[config.mk]
export PLATFORM = sky130hd
export DESIGN_NAME = pcie_lane_symbol_rx_flat
export DESIGN_NICKNAME = d
export VERILOG_FILES = /design/src/rtl/pcie_lane_rx_pkg.sv /design/src/rtl/pcie_lane_symbol_rx_if.sv /design/src/rtl/pcie_lane_eidle_det.sv /design/src/rtl/pcie_lane_symbol_rx.sv /design/src/flat_wrapper.sv
export SDC_FILE = /design/constraint.sdc
export NUM_CORES = 1
export LEC_CHECK = 0
export CELL_PAD_IN_SITES_DETAIL_PLACEMENT = 0
export CELL_PAD_IN_SITES_GLOBAL_PLACEMENT = 1
export CORE_ASPECT_RATIO = 1.25
export CORE_MARGIN = 1
export CORE_UTILIZATION = 42
export CTS_BUF_LIST = sky130_fd_sc_hd__clkbuf_8
export CTS_CLUSTER_DIAMETER = 200
export CTS_CLUSTER_SIZE = 30
export DETAILED_ROUTE_END_ITERATION = 7
export GPL_TIMING_DRIVEN = 0
export PLACE_DENSITY = 0.81
export SYNTH_ARGS = -nofsm -noshare
export SYNTH_HDL_FRONTEND = slang
export SYNTH_SLANG_ARGS = --single-unit
[constraint.sdc]
create_clock -name CLK_RX -period 2 [get_ports CLK_RX]
set_input_delay 0.4 -clock CLK_RX [delete_from_list [all_inputs] [get_ports CLK_RX]]
set_output_delay 0.4 -clock CLK_RX [all_outputs]
set_load 0.005 [all_outputs]
[src/rtl/pcie_lane_rx_pkg.sv]
// Shared constants, symbol codes and FSM encoding for the single-lane PCIe symbol receiver.
package pcie_lane_rx_pkg;

  localparam int unsigned SYM_W    = 10;
  localparam int unsigned SKP_CW   = 16;

  localparam logic [SYM_W-1:0] COM_RDN = 10'h17C;
  localparam logic [SYM_W-1:0] COM_RDP = 10'h283;
  localparam logic [SYM_W-1:0] SKP_RDN = 10'h0BC;
  localparam logic [SYM_W-1:0] SKP_RDP = 10'h343;

  typedef enum logic [1:0] {
    IDLE,
    HUNT,
    CHECK,
    LOCKED
  } rx_state_e;

  function automatic logic is_com(input logic [SYM_W-1:0] s);
    return (s == COM_RDN) || (s == COM_RDP);
  endfunction

  function automatic logic is_skp(input logic [SYM_W-1:0] s);
    return (s == SKP_RDN) || (s == SKP_RDP);
  endfunction

endpackage

[src/rtl/pcie_lane_symbol_rx_if.sv]
// Serial-in / aligned-symbol-out bundle of one receive lane.
// PCIE_RX_SKP_STRIP_EN adds the SKP_CNT stripped-SKP counter.
interface pcie_lane_symbol_rx_if;
  import pcie_lane_rx_pkg::*;

  logic             RX;
  logic             RX_;
  logic [SYM_W-1:0] SYM;
  logic             SYM_VALID;
  logic             SYM_IS_COM;
  logic             LOCKED;
  logic             ALIGN_ERR;
  logic             EIDLE;

`ifdef PCIE_RX_SKP_STRIP_EN
  logic [SKP_CW-1:0] SKP_CNT;

  modport master (output RX, RX_,
                  input  SYM, SYM_VALID, SYM_IS_COM, LOCKED, ALIGN_ERR, EIDLE, SKP_CNT);
  modport slave  (input  RX, RX_,
                  output SYM, SYM_VALID, SYM_IS_COM, LOCKED, ALIGN_ERR, EIDLE, SKP_CNT);
`else
  modport master (output RX, RX_,
                  input  SYM, SYM_VALID, SYM_IS_COM, LOCKED, ALIGN_ERR, EIDLE);
  modport slave  (input  RX, RX_,
                  output SYM, SYM_VALID, SYM_IS_COM, LOCKED, ALIGN_ERR, EIDLE);
`endif

endinterface

[src/rtl/pcie_lane_eidle_det.sv]
// Data-bit qualifier and idle-run counter; eidle_hit marks the idle bit-time that
// completes an EIDLE_BITS-long run.
module pcie_lane_eidle_det #(
  parameter int unsigned EIDLE_BITS = 16
) (
  input  logic clk,
  input  logic rst,
  input  logic rx,
  input  logic rx_n,
  output logic bit_vld,
  output logic bit_val,
  output logic eidle_hit
);

  localparam int unsigned CNT_W = $clog2(EIDLE_BITS + 1);

  logic [CNT_W-1:0] idle_cnt;

  assign bit_vld   = rx ^ rx_n;
  assign bit_val   = rx;
  assign eidle_hit = !bit_vld && (idle_cnt >= CNT_W'(EIDLE_BITS - 1));

  // Saturating count of consecutive idle bit-times
  always_ff @(posedge clk or posedge rst) begin
    if (rst) begin
      idle_cnt <= '0;
    end else if (bit_vld) begin
      idle_cnt <= '0;
    end else if (idle_cnt < CNT_W'(EIDLE_BITS)) begin
      idle_cnt <= idle_cnt + CNT_W'(1);
    end
  end

endmodule

[src/rtl/pcie_lane_symbol_rx.sv]
// Single-lane comma hunt, symbol lock and aligned 10-bit symbol delivery.
// PCIE_RX_SKP_STRIP_EN: drop SKP symbols while locked and count them on SKP_CNT.
module pcie_lane_symbol_rx
  import pcie_lane_rx_pkg::*;
#(
  parameter int unsigned LOCK_COMS       = 2,
  parameter int unsigned UNLOCK_MISALIGN = 4,
  parameter int unsigned EIDLE_BITS      = 16
) (
  input logic                 CLK_RX,
  input logic                 PERST,
  pcie_lane_symbol_rx_if.slave bus
);

  localparam int unsigned COM_W = $clog2(LOCK_COMS + 1);
  localparam int unsigned MIS_W = $clog2(UNLOCK_MISALIGN + 1);
  localparam logic [3:0]  LAST_BIT = 4'(SYM_W - 1);

  logic             bit_vld;
  logic             bit_val;
  logic             eidle_hit;

  rx_state_e        state;
  logic [SYM_W-1:0] sr;
  logic [3:0]       bit_cnt;
  logic             sr_new;
  logic [COM_W-1:0] com_cnt;
  logic [MIS_W-1:0] mis_cnt;
  logic [SYM_W-1:0] sym;
  logic             sym_valid;
  logic             sym_is_com;
  logic             locked;
  logic             align_err;
  logic             eidle;
`ifdef PCIE_RX_SKP_STRIP_EN
  logic [SKP_CW-1:0] skp_cnt;
`endif

  // sr is evaluated one edge after its newest bit arrived; bit_cnt==0 then means a full symbol
  logic com_hit;
  logic at_bnd;
  assign com_hit = sr_new && is_com(sr);
  assign at_bnd  = sr_new && (bit_cnt == 4'd0);

  pcie_lane_eidle_det #(.EIDLE_BITS(EIDLE_BITS)) u_eidle_det (
    .clk       (CLK_RX),
    .rst       (PERST),
    .rx        (bus.RX),
    .rx_n      (bus.RX_),
    .bit_vld   (bit_vld),
    .bit_val   (bit_val),
    .eidle_hit (eidle_hit)
  );

  always_ff @(posedge CLK_RX or posedge PERST) begin
    if (PERST) begin
      state      <= IDLE;
      sr         <= '0;
      bit_cnt    <= '0;
      sr_new     <= 1'b0;
      com_cnt    <= '0;
      mis_cnt    <= '0;
      sym        <= '0;
      sym_valid  <= 1'b0;
      sym_is_com <= 1'b0;
      locked     <= 1'b0;
      align_err  <= 1'b0;
      eidle      <= 1'b1;
`ifdef PCIE_RX_SKP_STRIP_EN
      skp_cnt    <= '0;
`endif
    end else begin
      sym_valid  <= 1'b0;
      sym_is_com <= 1'b0;
      align_err  <= 1'b0;
      sr_new     <= bit_vld;
      if (bit_vld) begin
        sr      <= {bit_val, sr[SYM_W-1:1]};
        bit_cnt <= (bit_cnt == LAST_BIT) ? 4'd0 : bit_cnt + 4'd1;
      end

      // Electrical idle takes priority over anything found in sr this edge
      if (eidle_hit) begin
        state   <= IDLE;
        locked  <= 1'b0;
        eidle   <= 1'b1;
        com_cnt <= '0;
        mis_cnt <= '0;
`ifdef PCIE_RX_SKP_STRIP_EN
        skp_cnt <= '0;
`endif
      end else begin
        case (state)
          IDLE: begin
            if (bit_vld) begin
              eidle <= 1'b0;
              state <= HUNT;
            end
          end

          HUNT: begin
            if (com_hit) begin
              // Re-frame: the bit arriving now (if any) is bit a of the next symbol
              bit_cnt <= bit_vld ? 4'd1 : 4'd0;
              com_cnt <= COM_W'(1);
              if (LOCK_COMS <= 1) begin
                state      <= LOCKED;
                locked     <= 1'b1;
                mis_cnt    <= '0;
                sym        <= sr;
                sym_valid  <= 1'b1;
                sym_is_com <= 1'b1;
              end else begin
                state <= CHECK;
              end
            end
          end

          CHECK: begin
            if (at_bnd) begin
              sym        <= sr;
              sym_valid  <= 1'b1;
              sym_is_com <= com_hit;
              if (com_hit) begin
                if (com_cnt >= COM_W'(LOCK_COMS - 1)) begin
                  state   <= LOCKED;
                  locked  <= 1'b1;
                  mis_cnt <= '0;
                end else begin
                  com_cnt <= com_cnt + COM_W'(1);
                end
              end
            end else if (com_hit) begin
              align_err <= 1'b1;
              com_cnt   <= '0;
              state     <= HUNT;
            end
          end

          LOCKED: begin
            if (at_bnd) begin
              if (com_hit) mis_cnt <= '0;
`ifdef PCIE_RX_SKP_STRIP_EN
              if (is_skp(sr)) begin
                if (skp_cnt != '1) skp_cnt <= skp_cnt + SKP_CW'(1);
              end else begin
                sym        <= sr;
                sym_valid  <= 1'b1;
                sym_is_com <= com_hit;
              end
`else
              sym        <= sr;
              sym_valid  <= 1'b1;
              sym_is_com <= com_hit;
`endif
            end else if (com_hit) begin
              align_err <= 1'b1;
              if (mis_cnt >= MIS_W'(UNLOCK_MISALIGN - 1)) begin
                state   <= HUNT;
                locked  <= 1'b0;
                mis_cnt <= '0;
                com_cnt <= '0;
`ifdef PCIE_RX_SKP_STRIP_EN
                skp_cnt <= '0;
`endif
              end else begin
                mis_cnt <= mis_cnt + MIS_W'(1);
              end
            end
          end

          default: state <= IDLE;
        endcase
      end
    end
  end

  assign bus.SYM        = sym;
  assign bus.SYM_VALID  = sym_valid;
  assign bus.SYM_IS_COM = sym_is_com;
  assign bus.LOCKED     = locked;
  assign bus.ALIGN_ERR  = align_err;
  assign bus.EIDLE      = eidle;
`ifdef PCIE_RX_SKP_STRIP_EN
  assign bus.SKP_CNT    = skp_cnt;
`endif

endmodule
[src/flat_wrapper.sv]
// flat-port wrapper written by rule: the top's interface ports become plain ports
module pcie_lane_symbol_rx_flat import pcie_lane_rx_pkg::*;
#(
  parameter int unsigned LOCK_COMS       = 2,
  parameter int unsigned UNLOCK_MISALIGN = 4,
  parameter int unsigned EIDLE_BITS      = 16
)
  (CLK_RX, PERST, bus_RX, bus_RX_, bus_SYM, bus_SYM_VALID, bus_SYM_IS_COM, bus_LOCKED, bus_ALIGN_ERR, bus_EIDLE);
  pcie_lane_symbol_rx_if bus_i ();
  input logic CLK_RX;
  input logic PERST;
  input wire logic [$bits(bus_i.RX)-1:0] bus_RX;
  input wire logic [$bits(bus_i.RX_)-1:0] bus_RX_;
  output wire logic [$bits(bus_i.SYM)-1:0] bus_SYM;
  output wire logic [$bits(bus_i.SYM_VALID)-1:0] bus_SYM_VALID;
  output wire logic [$bits(bus_i.SYM_IS_COM)-1:0] bus_SYM_IS_COM;
  output wire logic [$bits(bus_i.LOCKED)-1:0] bus_LOCKED;
  output wire logic [$bits(bus_i.ALIGN_ERR)-1:0] bus_ALIGN_ERR;
  output wire logic [$bits(bus_i.EIDLE)-1:0] bus_EIDLE;
  assign bus_i.RX = bus_RX;
  assign bus_i.RX_ = bus_RX_;
  assign bus_SYM = bus_i.SYM;
  assign bus_SYM_VALID = bus_i.SYM_VALID;
  assign bus_SYM_IS_COM = bus_i.SYM_IS_COM;
  assign bus_LOCKED = bus_i.LOCKED;
  assign bus_ALIGN_ERR = bus_i.ALIGN_ERR;
  assign bus_EIDLE = bus_i.EIDLE;
  pcie_lane_symbol_rx #(.LOCK_COMS(LOCK_COMS), .UNLOCK_MISALIGN(UNLOCK_MISALIGN), .EIDLE_BITS(EIDLE_BITS)) u_core (.CLK_RX(CLK_RX), .PERST(PERST), .bus(bus_i));
endmodule
# Yosys cells after proc, flatten, opt, wreduce, memory -nomap -nowiden
# Cells that the tools add are included.
# W data, S select, Z words.
dict set report totals {
  output_inout_bits 15
  input_bits 4
  ff_bits 42
  elab_cells 116
}
dict set report classes {
  bitwise_logic 2
  eq_ne 16
  n_mux 58
  add_sub_neg 4
  reduce_logical 19
  order_cmp 4
}
# cell count
set op_table {}
lappend op_table {{$mux W2} 18}
lappend op_table {{$mux W3} 8}
lappend op_table {{$mux W1} 21}
lappend op_table {{$ne A3 B1 Y1 const B} 7}
lappend op_table {{$reduce_and A7 Y1} 3}
lappend op_table {{$mux W4} 5}
lappend op_table {{$eq A10 B10 Y1 const B} 1}
lappend op_table {{$eq A10 B9 Y1 const B} 1}
lappend op_table {{$mux W5} 2}
lappend op_table {{$ne A4 B3 Y1 const B} 2}
lappend op_table {{$pmux W2 S4} 1}
lappend op_table {{$pmux W2 S3} 1}
lappend op_table {{$pmux W3 S2} 1}
lappend op_table {{$reduce_bool A2 Y1} 3}
lappend op_table {{$add A5 B1 Y5 const B} 1}
lappend op_table {{$ge A5 B4 Y1 const B} 1}
lappend op_table {{$lt A5 B5 Y1 const B} 1}
lappend op_table {{$reduce_and A5 Y1} 1}
lappend op_table {{$add A4 B1 Y4 const B} 1}
lappend op_table {{$eq A2 B2 Y1 const B} 2}
lappend op_table {{$eq A4 B4 Y1 const B} 1}
lappend op_table {{$logic_not A4 Y1} 1}
lappend op_table {{$reduce_bool A4 Y1} 1}
lappend op_table {{$add A3 B1 Y3 const B} 1}
lappend op_table {{other kinds (16)} 18}

# Depth between registers and ports, before layout
# Gate-level depths: netlist of the first run.
dict set report depth {
  word_depth 7
  ltp_mapped 8
  depth_no_buf 8
}

# By module
# From an unflattened synthesis of the first run, not the netlist that was laid out.
dict set report hier_totals {
  cells_unflattened 181
  area_unflattened_um2 2062.0
}
# mod area_per_inst_um2 seq_area_each_um2 instances cells_per_inst
set modules_own_cells {}
lappend modules_own_cells {pcie_lane_symbol_rx 1795.5 927.1 1 155}
lappend modules_own_cells {pcie_lane_eidle_det 266.5 125.1 1 26}

# Worst setup path after synthesis of the first run
# No wires, ideal clock.
dict set report synth_path {
  kind {register to register}
  startpoint {reg u_core.u_eidle_det.idle_cnt[0]}
  endpoint {reg u_core.sym[1] (netlist: u_core.bus.SYM[1])}
  t_arrival_ns 1.835
  path_stages_with_launch 9
  period_less_slack_ns 1.959
  setup_ns 0.125
  slack_ns 0.041
  path_cell_list {dfrtp_1 > ha_1 > and3_1 > ha_1 > nor2_1 > a21oi_2 > nor2_1 > buf_4 > mux2_2}
}
dict set report synth_via {
  elab_chain_len 4
}
# element line_no
set synth_rtl {}
lappend synth_rtl {{start: declaration} pcie_lane_eidle_det.sv:17} ;# logic [CNT_W-1:0] idle_cnt;
lappend synth_rtl {{start signal: assignment} pcie_lane_eidle_det.sv:30} ;# idle_cnt <= idle_cnt + CNT_W'(1);
lappend synth_rtl {{$ge A5 B4 Y1} pcie_lane_eidle_det.sv:21} ;# assign eidle_hit = !bit_vld && (idle_cnt >= CNT_W'(EIDLE_BITS - 1));
lappend synth_rtl {{$logic_and A1 B1 Y1} pcie_lane_eidle_det.sv:21}
lappend synth_rtl {{$not A1 Y1 (no line)} --}
lappend synth_rtl {{$reduce_and A3 Y1 (no line)} --}
lappend synth_rtl {{end signal: assignment} pcie_lane_symbol_rx.sv:110} ;# sym <= sr;
lappend synth_rtl {{end signal: assignment} pcie_lane_symbol_rx.sv:121} ;# sym <= sr;
lappend synth_rtl {{end signal: assignment} pcie_lane_symbol_rx.sv:152} ;# sym <= sr;
lappend synth_rtl {{end: declaration} pcie_lane_symbol_rx.sv:29} ;# logic [SYM_W-1:0] sym;
# No other way between the ends.
# A chain may end at the register's enable or synchronous reset.

# Final worst setup path of the first run
dict set report layout_path {
  startpoint {reg u_core.u_eidle_det.idle_cnt[1]}
  endpoint {reg u_core.sym[1] (netlist: u_core.bus.SYM[1])}
}
# Same word-level chain as after synthesis.

==> metrics, run 1 <==
minimum clock period after layout slightly below 2 ns; H-tree Lvls 2; outcome complete, no violations; clock latency on the worst-skew pair 0.30 ns; largest family of logic cells by synthesized area simple AND/OR/NAND/NOR gates; input/output buffers 18; initial antenna violation count 0; worst-path cell chain ha_2 -> and3_1 -> ha_2 -> nor2_4 -> a21oi_4 -> nor2_4 -> buf_6 -> mux2_2; FFs w/ async S/R, synth 100.0%; Syn. warnings 0; Worst path slowest cell dfrtp_1; share of the synthesized area in the top cell type 48.93%; CP max FO 5; flops & latches, synth between 40 and 50; pwr dens 1119 nW/µm²; die area 5281 µm²; clock buffer depth 2; final instance area 2605 µm²; Setup CP Type flip-flop to flip-flop; setup TNS 0 ns; number of iterations in the first detailed-routing pass 6; gr ovfl total 0; Worst EP arrival 2.12 ns; Post-synth top flop dfrtp_1; Clock Sinks 42; Final GP Congestion 0.7687; Leak 0.001187 µW; number of remaining DRC errors 0; final core occ 54.67%; # setup viols final 0; Fin. Hold Viols 0; Tightest Hold Check Type flip-flop to flip-flop; Ports 19; worst path bufs/invs 1; max-slew violation count 0; Seq/Total Area, Yosys 50.18%; Mean Syn Cell Area 10.03 µm²; Synth area leaders dfrtp_1, nand2_1, ha_1; initial DRC count 69; max-cap violations 0; EDFF count, synth 0; DP Wirelength 2681 µm; placed instance area 2352 µm²; Worst IR Drop VDD 0.0006551 V; CP Launch Type flip-flop; total number of vias roughly 1600; post-synthesis cell type count 41; Layout fillers 455; kind of cell adding the most delay to the critical path simple AND/OR/NAND/NOR gates; Slew @ Worst Pin slightly below 0.9 ns; routed length per instance ~14 µm; register area 1055 µm²; Initial Utilization 44.01%; total wire length 4237 µm; multi-input logic area 1046 µm²; Inserted Clock Buffers 5; vias per cell approximately 5.2; Tcrit/Tclk final 96.51%; Chip Height 81 µm; Setup Skew 0.009366 ns; share of layout cells above drive strength 1 20.66%; Crit. End Element flip-flop; Post-Synth XOR/XNOR Area 1.671%; die extent in x roughly 65 µm; GRT Total Usage 18.12%; peak per-stage delay on the critical path between 0.4 and 0.5 ns; row count 28; post-synthesis compound-gate area fraction approximately 7.7%; relative slew slack between 40% and 50%; global-route wire length before repair 7258 µm; Max Freq 518.1 MHz; Worst-path clk slew about 0.090 ns; Final ANT Viol Nets 0; Syn Nets roughly 220; vias in the first global route 1530; most common cell in the netlist nand2_1; Post-Synth Simple-Gate Area 21.00%; post-synthesis mux area share 9.189%; Synth area leader dfrtp_1; fin nets roughly 260; commonest cells in the netlist nand2_1, dfrtp_1, nor2_1; Layout area overhead 24.22%; Mapped Area about 2100 µm²; Syn Inst Count 209; Post-Synth Adder-Cell Area 6.444%; core area 4765 µm²; TritonCTS clock tree done; largest net degree at the start of global routing 43; root buffer cell clkbuf_8; ant diodes 0; Req. time, crit path 2.19 ns; hold-fix buffers at CTS 0
[final timing paths]
path                                                 from              endpoint  slack, ns  cells after the start
setup / recovery           u_core.u_eidle_det.idle_cnt[1]     u_core.bus.SYM[1]       0.07                      8
hold / removal                          u_core.bus.SYM[0]     u_core.bus.SYM[0]       0.50                      1
setup reg to reg           u_core.u_eidle_det.idle_cnt[1]     u_core.bus.SYM[1]       0.07                      8
hold reg to reg                         u_core.bus.SYM[0]     u_core.bus.SYM[0]       0.50                      1
max in group asynchronous                           PERST     u_core.bit_cnt[2]       0.78                      2
min in group asynchronous                           PERST  u_core.bus.SYM_VALID       0.60                      2
[cells by family (layout without fill, tap and decap cells)]
kind of cell | count (synthesis) | in the layout
AND/OR/NAND/NOR | 92 | 92
flip-flops | 42 | 42
AO/OA/AOI/OAI | 22 | 22
buffers and inverters | 20 | 53
multiplexers | 18 | 18
adder cells (fa/ha/maj) | 11 | 11
XOR/XNOR | 4 | 4
[through the flow]
step | hold slack [ns] | worst slack, ns | total power (µW) | std cells
after floorplan | 0.4803 | 0.04051 | 1893 | 209
after global placement | 0.4829 | -0.5338 | 2227 | 287
after detailed placement | 0.4826 | -0.4642 | 2246 | 287
after CTS | 0.5025 | 0.002332 | 2876 | 298
after global routing | 0.5326 | -0.002848 | 3125 | 302
final | 0.4980 | 0.06987 | 2914 | 302
[layer usage]
| layer | share of wire, % | vias up | track usage, % |
|---|---|---|---|
| li1 | - | 778 | - |
| met1 | 47 | 770 | 23.15 |
| met2 | 48 | 19 | 28.97 |
| met3 | 2.8 | 6 | 4.635 |
| met4 | 1.8 | 0 | 7.609 |
| met5 | 0 | - | 0 |
[cell usage in the layout, fill, tap and decap left out, types with 2 or more instances in the layout]
cell type,netlist,routed
nand4b_1,3,3
clkbuf_8,0,5
ha_1,10,8
a21oi_1,5,5
nand2_1,42,42
clkbuf_1,7,2
mux2_2,9,9
clkdlybuf4s50_1,0,18
clkbuf_4,0,3
ha_2,0,2
dfrtp_1,41,39
nor2_1,16,13
nor2_4,0,2
o21ai_0,5,4
nand3_1,7,7
inv_1,11,10
buf_4,1,8
nor4_1,2,2
nor3_1,4,4
a21oi_4,0,2
nand2b_1,5,5
nand4_1,4,4
a21o_1,2,2
xor2_1,2,2
mux2i_1,8,8
and3_1,2,2
dfrtp_2,0,2
buf_6,0,2
[cell type report]
class | count | share of cell area, %
flip-flops and latches | 42 | 40.49
multi-input cells | 147 | 40.15
repair buffers | 27 | 9.654
well taps | 60 | 2.882
clock buffers | 5 | 2.642
plain buffers | 7 | 1.777
inverters | 11 | 1.585
clock inverters | 3 | 0.8165
[worst reg2reg max path, cell delays in order, from the launching register on]
cell	delay, ns
dfrtp_1	0.42
ha_2	0.18
and3_1	0.18
ha_2	0.18
nor2_4	0.11
a21oi_4	0.10
nor2_4	0.17
buf_6	0.15
mux2_2	0.33
[repair_timing]
| action | 4_1_cts | 5_1_grt |
|---|---|---|
| setup endpoints to repair | 19 | 28 |
| endpoints found under the hold margin | 0 | 0 |
| resized for setup | 17 | 15 |
| pin swaps | 2 | 7 |
| gates cloned | 1 | 0 |
| setup buffers | 2 | 6 |
[report_power, final]
group          switching [µW]  internal [µW]  total, µW
Sequential                227           1080       1310
Combinational             482            554       1040
Clock                     321            246        567
[flip-flops by register name, indices dropped and copies added (netlist names)]
register,cells
u_core.u_eidle_det.idle_cnt,5
u_core.mis_cnt,3
u_core.com_cnt,2
u_core.bus.SYM_VALID,1
u_core.bit_cnt,4
u_core.bus.SYM,10
u_core.bus.SYM_IS_COM,1
u_core.bus.EIDLE,1
u_core.bus.LOCKED,1
u_core.sr_new,1
u_core.sr,10
u_core.state,2
u_core.bus.ALIGN_ERR,1
Note: power is estimated with default switching activity, not from simulation.
==> inputs of run 2 (changes only) <==
--- a/config.mk
+++ b/config.mk
@@ -9,7 +9,7 @@
 export CELL_PAD_IN_SITES_GLOBAL_PLACEMENT = 1
 export CORE_ASPECT_RATIO = 1.25
 export CORE_MARGIN = 1
-export CORE_UTILIZATION = 42
+export CORE_UTILIZATION = 43
 export CTS_BUF_LIST = sky130_fd_sc_hd__clkbuf_8
 export CTS_CLUSTER_DIAMETER = 200
 export CTS_CLUSTER_SIZE = 30
@@ -18,4 +18,5 @@
 export PLACE_DENSITY = 0.81
 export SYNTH_ARGS = -nofsm -noshare
 export SYNTH_HDL_FRONTEND = slang
+export SYNTH_HIERARCHICAL = 1
 export SYNTH_SLANG_ARGS = --single-unit
==> run 2 against run 1 <==
Effect of this change: the flow now finishes with violations (negative setup slack); clock power increased by 18%; first-iteration DRC count decreased by 49%; global-route usage increased by 1.9 points; combinational power increased by 37%; cell count decreased by 6.3%; sequential power increased by 8%; utilization increased by 6.5 points; register-to-register slack got worse by 0.08 ns; via count decreased by 4.1%; setup slack got worse by 0.081 ns; maximum frequency decreased by 4.0%; critical path depth increased by 1; critical endpoint is now u_core/state[0]; largest power group is now combinational cells.
==> metrics, run 2 <==
DP Cell Count 258 (-10%); Synth area leaders dfrtp_1, mux2_2, ha_1; Syn Nets 195 (-13%); fin nets 239 (-6.3%); share of the synthesized area in the top cell type 49.76% (+0.83 points); placed instance area 2344 µm² (-0.37%); max-cap violations 0 (unchanged); Final GP Congestion 0.8218 (+6.9%); final instance area 2746 µm² (+5.4%); FFs w/ async S/R, synth 100.0% (unchanged); max-slew violation count 0 (unchanged); Fin. Hold Viols 0 (unchanged); Syn Inst Count 181 (-13%); H-tree Lvls 2 (unchanged); clock network fraction of total power 19.1% (-0.4 points); number of iterations in the first detailed-routing pass 5 (-1); core area 4493 µm² (-5.7%); most frequent cells in the layout dfrtp_1, mux2_2, buf_4, clkdlybuf4s50_1, nor2_1; Synth area leader dfrtp_1; Tightest Hold Check Type input pin to asynchronous set/reset pin; final cell count without fillers 283 (-6.3%); outcome complete, but fails checks; initial antenna violation count 0 (unchanged); Mapped Area 2062 µm² (-1.7%); vias per cell 5.332 (+2.4%); CP max FO 6 (+1); Worst IR Drop VDD 0.0007593 V (+16%); input/output buffers 18 (unchanged); Worst-path clk slew 0.08 ns (about the same); pwr dens 1272 nW/µm² (+14%); row count 27 (-3.6%); DP Wirelength 2917 µm (+8.8%); share of layout cells above drive strength 1 32.44% (+12 points); CP Launch Type flip-flop; Setup CP Type flip-flop to flip-flop; EDFF count, synth 0 (unchanged); Max Freq 497.3 MHz (-4.0%); Gate power share 40.6% (+5.1 points); Chip Height 79.42 µm (-2.0%); commonest cells in the netlist dfrtp_1, mux2_2, nor2_1; flops & latches, synth 42 (unchanged); Syn. warnings 6 (+6); Sw Ratio 33.07% (-2.3 points); initial DRC count 35 (-49%); RSZ-0062 raised after global routing true; total number of vias 1509 (-4.1%); internal power 2338 µW (+24%); Inserted Clock Buffers 5 (unchanged); Final ANT Viol Nets 0 (unchanged); most common cell in the netlist dfrtp_1; root buffer cell clkbuf_8; sequential power share 40.2% (-4.8 points); Ports 19 (unchanged); ant diodes 0 (unchanged); Tcrit/Tclk final 100.5% (+4.0 points); number of remaining DRC errors 0 (unchanged); gr ovfl total 0 (unchanged); clock buffer depth 2 (unchanged); most frequent standard cell in the layout excluding fill and tap cells dfrtp_1; # setup viols final 1 (+1); dpl ws -1.116 ns (-0.6517 ns); GRT Total Usage 20.04% (+1.9 points); Slew @ Worst Pin 0.8910 ns (+0.009292 ns); die area 5078 µm² (-3.9%); die extent in x 63.94 µm (-1.9%); Req. time, crit path 2.17 ns (-0.02 ns); Layout fillers 360 (-21%); Layout area overhead 33.19%; Seq/Total Area, Yosys 51.03% (+0.85 points); Mean Syn Cell Area 11.39 µm² (+14%); Crit. End Element flip-flop; setup TNS -0.01100 ns (-0.01100 ns); clock latency on the worst-skew pair 0.28 ns (-0.02 ns); failing checks negative setup slack; post-synthesis cell type count 37 (-9.8%); total wire length 4482 µm (+5.8%); Clock Sinks 42 (unchanged); largest net degree at the start of global routing 21 (-51%); TritonCTS clock tree done; routed length per instance 15.84 µm (+13%); Initial Utilization 45.89% (+1.9 points); Setup Skew 0.006504 ns (-0.002862 ns); relative slew slack 40.54% (-0.60 points); vias in the first global route 1616 (+5.6%); Leak 0.001234 µW (+3.9%); setup ws final -0.01100 ns (-0.08087 ns); global-route wire length before repair 7645 µm (+5.3%); minimum clock period after layout 2.011 ns (+0.08087 ns); Post-synth top flop dfrtp_1; P_sw 1155 µW (+12%); Worst EP arrival 2.18 ns (+0.06 ns); hold-fix buffers at CTS 0 (unchanged)
==> run 2: kinds of logic after synthesis <==
family | share of synthesized area, %
adders and majority gates | 6.068
muxes | 14.99
and+or+nand+nor | 14.87
AOI/OAI and AO/OA | 7.950
DFF | 51.03
xor gates and xnor gates | 2.549
buffers and inverters | 2.549
==> run 2: worst paths after layout <==
| path | slack (ns) | start | depth (start not counted) | end |
|---|---|---|---|---|
| worst max-delay path | -0.01 | u_core/u_eidle_det/idle_cnt[1] | 9 | u_core/state[0] |
| worst min-delay path | 0.34 | PERST | 2 | u_core/u_eidle_det/idle_cnt[3] |
| worst max register to register | -0.01 | u_core/u_eidle_det/idle_cnt[1] | 9 | u_core/state[0] |
| worst min register to register | 0.51 | u_core/bus.SYM[9] | 1 | u_core/bus.SYM[9] |
| max in group asynchronous | 0.70 | PERST | 3 | u_core/bus.EIDLE |
| min in group CLK_RX | 0.51 | u_core/bus.SYM[9] | 1 | u_core/bus.SYM[9] |
==> run 2: cell type report <==
type                       instances  area (µm²)  area share (%)
clock buffer                       6       82.58           3.007
multi-input combinational        126        1099           40.00
timing repair buffer              37       345.3           12.57
clock inverter                     1       30.03           1.093
sequential                        42        1052           38.31
buffer                             3       27.53           1.002
inverter                          10       37.54           1.367
tap                               58       72.57           2.642
==> run 2: power groups by stage <==
stage | clock network (µW) | logic (µW) | registers [µW]
after floorplan | 0 | 769 | 1360
after global placement | 0 | 1060 | 1400
after detailed placement | 0 | 1120 | 1420
after CTS | 694 | 1350 | 1390
after global routing | 731 | 1550 | 1450
final | 669 | 1420 | 1410
==> run 2: worst max-delay path, stage by stage, from the launching register on <==
cell and delay [ns]:
dfrtp_1 0.36, ha_2 0.20, and3_4 0.20, ha_4 0.14, nor2_4 0.04, a21oi_4 0.23, buf_8 0.16, buf_6 0.10
a2bb2oi_4 0.16, mux2_4 0.31
==> run 2: per-stage QoR <==
| stage | total power [µW] | hold slack [ns] | utilization (%) |
|---|---|---|---|
| floorplan | 2132 | 0.1785 | - |
| global placement | 2459 | 0.4882 | 51.55 |
| detailed placement | 2542 | 0.4947 | 52.16 |
| CTS | 3436 | 0.3326 | 59.65 |
| global route | 3724 | 0.3417 | 61.12 |
| finish | 3494 | 0.3371 | 61.12 |
==> run 2: layer usage <==
metal | track usage, % | vias up | wire length (µm)
li1 | - | 718 | -
met1 | 22.03 | 762 | 1804
met2 | 38.51 | 27 | 2550
met3 | 3.429 | 2 | 102
met4 | 6.136 | 0 | 25
met5 | 0 | - | 0
==> run 2: repair_timing <==
item	in CTS	in global routing
pin swaps	7	4
setup buffers	15	3
setup endpoints to repair	34	26
gates resized for setup	21	12
